**src/rtl/i2c_reg_bank.sv**
```systemverilog
// Register bank behind the I2C slave: master writes set ptr then fill regs, master reads stream reg[ptr].
// Latency: bus write lands 1 cycle after rx_valid; tx_load 2 cycles after tx_ready; usr_rdata 1 cycle.
// Backpressure: tx side waits on tx_ready (slave PISO empty); rx side never stalls the slave.
module i2c_reg_bank #(
    parameter int NREGS = 16,
    localparam int AW = $clog2(NREGS)
) (
    input  logic          clock,
    input  logic          reset,
    input  logic [7:0]    rx_data,
    input  logic          rx_valid,
    input  logic          rx_active,
    input  logic          tx_ready,
    output logic [7:0]    tx_data,
    output logic          tx_load,
    input  logic [AW-1:0] usr_addr,
    input  logic          usr_we,
    input  logic [7:0]    usr_wdata,
    output logic [7:0]    usr_rdata,
    output logic          bus_wr,
    output logic [AW-1:0] bus_wr_addr
);

    localparam logic [1:0] RX_IDLE = 2'd0;
    localparam logic [1:0] RX_PTR  = 2'd1;
    localparam logic [1:0] RX_DATA = 2'd2;

    localparam logic [1:0] TX_IDLE = 2'd0;
    localparam logic [1:0] TX_LOAD = 2'd1;
    localparam logic [1:0] TX_BUSY = 2'd2;
    localparam logic [1:0] TX_SENT = 2'd3;

    logic [7:0]    regs [NREGS];
    logic [AW-1:0] ptr;
    logic [1:0]    rx_state;
    logic [1:0]    tx_state;
    logic          rx_active_q;

    always_ff @(posedge clock) begin
        if (reset) begin
            for (int i = 0; i < NREGS; i++) regs[i] <= '0;
            ptr         <= '0;
            rx_state    <= RX_IDLE;
            tx_state    <= TX_IDLE;
            rx_active_q <= 1'b0;
            tx_data     <= '0;
            tx_load     <= 1'b0;
            usr_rdata   <= '0;
            bus_wr      <= 1'b0;
            bus_wr_addr <= '0;
        end else begin
            rx_active_q <= rx_active;
            bus_wr      <= 1'b0;
            tx_load     <= 1'b0;
            usr_rdata   <= regs[usr_addr];
            if (usr_we) regs[usr_addr] <= usr_wdata;

            // A master write kills any read in flight; the prefetched byte is simply dropped.
            if (rx_active) begin
                tx_state <= TX_IDLE;
            end else begin
                case (tx_state)
                    TX_IDLE: if (tx_ready) tx_state <= TX_LOAD;
                    TX_LOAD: begin
                        tx_data  <= regs[ptr];
                        tx_load  <= 1'b1;
                        tx_state <= TX_BUSY;
                    end
                    TX_BUSY: if (!tx_ready) tx_state <= TX_SENT;
                    TX_SENT: if (tx_ready) begin
                        ptr      <= ptr + AW'(1);
                        tx_state <= TX_LOAD;
                    end
                    default: tx_state <= TX_IDLE;
                endcase
            end

            // Placed after the tx logic so the bus write owns regs/ptr on any overlap.
            case (rx_state)
                RX_IDLE: if (rx_active && !rx_active_q) rx_state <= RX_PTR;
                RX_PTR: begin
                    if (rx_valid) begin
                        ptr      <= rx_data[AW-1:0];
                        rx_state <= RX_DATA;
                    end
                    if (!rx_active) rx_state <= RX_IDLE;
                end
                RX_DATA: begin
                    if (rx_valid) begin
                        regs[ptr]   <= rx_data;
                        ptr         <= ptr + AW'(1);
                        bus_wr      <= 1'b1;
                        bus_wr_addr <= ptr;
                    end
                    if (!rx_active) rx_state <= RX_IDLE;
                end
                default: rx_state <= RX_IDLE;
            endcase
        end
    end

endmodule

```
**config.mk**
```make
export PLATFORM = sky130hd
export DESIGN_NAME = i2c_reg_bank
export DESIGN_NICKNAME = d
export VERILOG_FILES = /design/src/rtl/i2c_reg_bank.sv
export SDC_FILE = /design/constraint.sdc
export NUM_CORES = 1
export LEC_CHECK = 0
export BUFFER_PORTS_ARGS = -buffer_cell sky130_fd_sc_hd__buf_4
export CAP_MARGIN = 20
export CORE_MARGIN = 5
export CORE_UTILIZATION = 35
export DETAILED_ROUTE_END_ITERATION = 12
export PLACE_DENSITY = 0.62
export REMOVE_ABC_BUFFERS = 1
export SYNTH_ARGS = -nofsm -noshare
export SYNTH_HDL_FRONTEND = slang
export SYNTH_SLANG_ARGS = --single-unit
```
**constraint.sdc**
```tcl
create_clock -name clock -period 2.7 [get_ports clock]
set_clock_uncertainty 0.1 [all_clocks]
set_input_delay 0.27 -clock clock [delete_from_list [all_inputs] [get_ports clock]]
set_output_delay 0.27 -clock clock [all_outputs]
set_load 0.02 [all_outputs]
```
==> impl_metrics.sql <==
INSERT INTO impl_metrics (metric_group, metric, value, unit) VALUES
('timing', 'max_slew_margin', '44.4', '%'),
('floorplan', 'fp.dieArea', '0.0294', 'mm^2'),
('pwr', 'power.share.sequential', '47.9', '%'),
('floorplan', 'start_util', '35.2', '%'),
('floorplan', 'die_width', '172', 'um'),
('pwr', 'power_frac_clock', '39.2', '%'),
('clock_tree', 'cts-root-to-sink-buffers', '2', ''),
('timing', 'finalSetupViolations', '0', ''),
('clock_tree', 'postCtsResizedCells', '0', ''),
('critical_path', 'crit_path_start', 'rx_state[0]', ''),
('synth', 'yosys-top-cells-count', '128 x a22o_1, 128 x edfxtp_1, 53 x mux2i_1', ''),
('layout', 'n_fill_cell', '2422', ''),
('placement', 'dp.cells', '1037', ''),
('pwr', 'report.power.total', '5.99', 'mW'),
('placement', 'gp_routability_congestion', '0.873', ''),
('flow_run', 'drv_cap', '0', ''),
('drt', 'drt_pre_antenna_iters', '5', ''),
('status', 'outcome', 'finished clean', ''),
('placement', 'dp_hpwl', '19800', 'um'),
('layout', 'areaGrowthSynthToFinish', '13.9', '%'),
('synth', 'synth_top_cell_by_area', 'edfxtp_1', ''),
('timing', 'holdWs', '0.0828', 'ns'),
('clock_tree', 'worstSkewPairLatency', '0.43', 'ns'),
('clock_tree', 'h_tree_levels', '4', ''),
('layout', 'post_layout_nonfiller_instances', '1070', ''),
('timing', 'finalHoldViolations', '0', ''),
('worst_hold_path', 'hold_path_class', 'input pin to register', ''),
('global_routing', 'global_route_wire_length_before_repair', '42200', 'um'),
('critical_path', 'critical_register_to_register_path_startpoint', 'rx_state[0]', ''),
('layout', 'post-route-cell-area', '0.0104', 'mm^2'),
('critical_path', 'required', '2.90', 'ns'),
('clock_tree', 'cts.sinks', '159', ''),
('timing', 'transition_at_the_pin_with_the_smallest_max_transition_slack', '0.829', 'ns'),
('critical_path', 'reg2reg_slack', '0.20', 'ns'),
('floorplan', 'rows', '59', ''),
('floorplan', 'ioPinCount', '48', ''),
('worst_hold_path', 'worst_hold_startpoint', 'tx_ready', ''),
('global_routing', 'grt.total_usage', '19.6', '%'),
('global_routing', 'grt_overflow', '0', ''),
('drt', 'dr.first_iter.drc_count', '810', ''),
('critical_path', 'setup.worst_path.class', 'register to register', ''),
('synth', 'synth-main-ff-cell', 'edfxtp_1', ''),
('global_routing', 'initial_antenna_violation_count', '0', ''),
('global_routing', 'grt_pass1_vias', '6473', ''),
('drt', 'route.final.wire_length', '28500', 'um'),
('synth', 'synth_area_leaders', 'edfxtp_1 42%, a22o_1 12%, mux4_2 9.4%, dfxtp_1 6.8%, mux2i_1 5.8%', ''),
('clock_tree', 'cts.clk_slew.worst_paths', '0.07', 'ns'),
('synth', 'synthDominantCellAreaShare', '42.1', '%'),
('synth', 'yosys_warnings', '0', ''),
('synth', 'yosys.cell_types.count', '54', ''),
('layout', 'num_antenna_cells', '0', ''),
('synth', 'synth_enable_flop_cells', '128', ''),
('synth', 'syn_inst', '693', ''),
('pwr', 'internal_power', '4.36', 'mW'),
('timing', 'final_worst_path_period_share', '92.5', '%'),
('critical_path', 'critical_path.reg2reg.endpoint', 'regs[9][4]', ''),
('floorplan', 'coreArea', '0.0259', 'mm^2'),
('timing', 'rsz0062_at_grt', 'no', ''),
('pwr', 'leakagePower', '3.59', 'nW'),
('drt', 'detail_route.vias_per_cell', '6.22', ''),
('critical_path', 'crit_arrival', '2.70', 'ns'),
('clock_tree', 'cts-buffers-inserted', '17', ''),
('critical_path', 'crit_end', 'regs[9][4]', ''),
('synth', 'seq_area_frac_synth', '48.9', '%'),
('clock_tree', 'postCtsSetupBuffers', '0', ''),
('pwr', 'power.share.combinational', '12.9', '%'),
('synth', 'synth.cell_area', '0.00913', 'mm^2'),
('layout', 'nNetsFinal', '760', ''),
('synth', 'synth_async_sr_flop_share', '0', '%'),
('drt', 'routed-via-count', '6652', ''),
('critical_path', 'critPathMaxStageDelay', '0.64', 'ns');
[cells by family after synthesis]
logic type               Yosys count  synth area share (%)
AO/OA/AOI/OAI                    193                  16.9
flip-flops                       159                  48.9
AND/OR/NAND/NOR                  139                  9.82
multiplexers                     102                  18.2
buffers and inverters             84                  4.27
adder cells (fa/ha/maj)           11                  1.51
XOR/XNOR                           5                 0.479
[worst min path at each step]
| stage | slack [ns] | cells after the start | endpoint |
|---|---|---|---|
| 6_report | 0.08 | 4 | tx_state[1] |
| 5_1_grt | 0.1 | 2 | tx_load |
| 4_1_cts | 0.07 | 4 | tx_state[1] |
| 3_5_place_dp | 0.35 | 2 | bus_wr_addr[2] |
| 3_3_place_gp | 0.35 | 2 | bus_wr_addr[2] |
| 2_1_floorplan | 0.24 | 1 | bus_wr_addr[0] |
[layout make-up]
type	count	area, um^2	area share (%)
clock buffers	17	425	4.09
inverters	9	33.8	0.325
clock inverters	14	131	1.26
multi-input cells	450	4280	41.1
flip-flops and latches	159	4470	42.9
repair buffers	86	646	6.21
well taps	335	419	4.03
[critical path, delay by kind of cell, from the launching register on]
family | cells | cell delay (ns)
buffers and inverters | 2 | 0.27
DFF | 1 | 0.35
adders and majority gates | 1 | 0.27
and+or+nand+nor | 3 | 1.12
AOI/OAI and AO/OA | 1 | 0.25
[per-stage QoR]
stage	worst slack, ns	setup TNS (ns)
floorplan	-0.439	-72.76
global placement	0.247	0
detailed placement	0.232	0
CTS	0.224	0
global route	0.0663	0
finish	0.201	0
[layer usage]
metal | vias to the layer above | track usage, % | share of wire (%)
met5 | - | 0 | 0
met4 | 0 | 6.79 | 2.7
met3 | 40 | 3.72 | 8.5
met2 | 349 | 30.6 | 46
met1 | 3402 | 27.6 | 43
li1 | 2861 | - | -
[power by group through the flow]
stage	logic (mW)	registers, mW	clock network, mW
4_1_cts	0.764	2.87	2.37
3_5_place_dp	0.759	2.92	0
3_3_place_gp	0.755	2.92	0
5_1_grt	0.814	2.88	2.47
6_report	0.770	2.87	2.35
2_1_floorplan	0.371	2.92	0
[state kept, by name (all words and copies together) (netlist names), 2 cells and up]
name	cells
regs	128
ptr	4
tx_state	2
usr_rdata	8
bus_wr_addr	4
tx_data	8
rx_state	2
[cells in the final DEF, fill, tap and decap left out, drive strengths merged, types with 2 or more instances in the layout]
cell / synthesis / final
a21oi: 12 / 12
a22o: 128 / 128
a22oi: 3 / 3
a311oi: 9 / 9
buf: 42 / 85
clkbuf: 33 / 17
clkinv: 0 / 5
clkinvlp: 0 / 2
dfxtp: 31 / 31
edfxtp: 128 / 128
ha: 11 / 11
inv: 9 / 15
mux2i: 53 / 53
mux4: 48 / 48
nand2: 11 / 11
nand2b: 6 / 6
nand3: 6 / 6
nand3b: 3 / 3
nand4b: 6 / 6
nor2: 58 / 58
nor2b: 5 / 5
nor3: 17 / 17
o21ai: 11 / 11
o22ai: 23 / 23
or2: 7 / 7
or3: 12 / 12
xnor2: 4 / 4
[what timing repair did]
action	4_1_cts	5_1_grt
setup endpoints to repair	0	0
hold buffers	1	0
endpoints found under the hold margin	2	0
No activity file was read; power rests on OpenSTA's default activity.
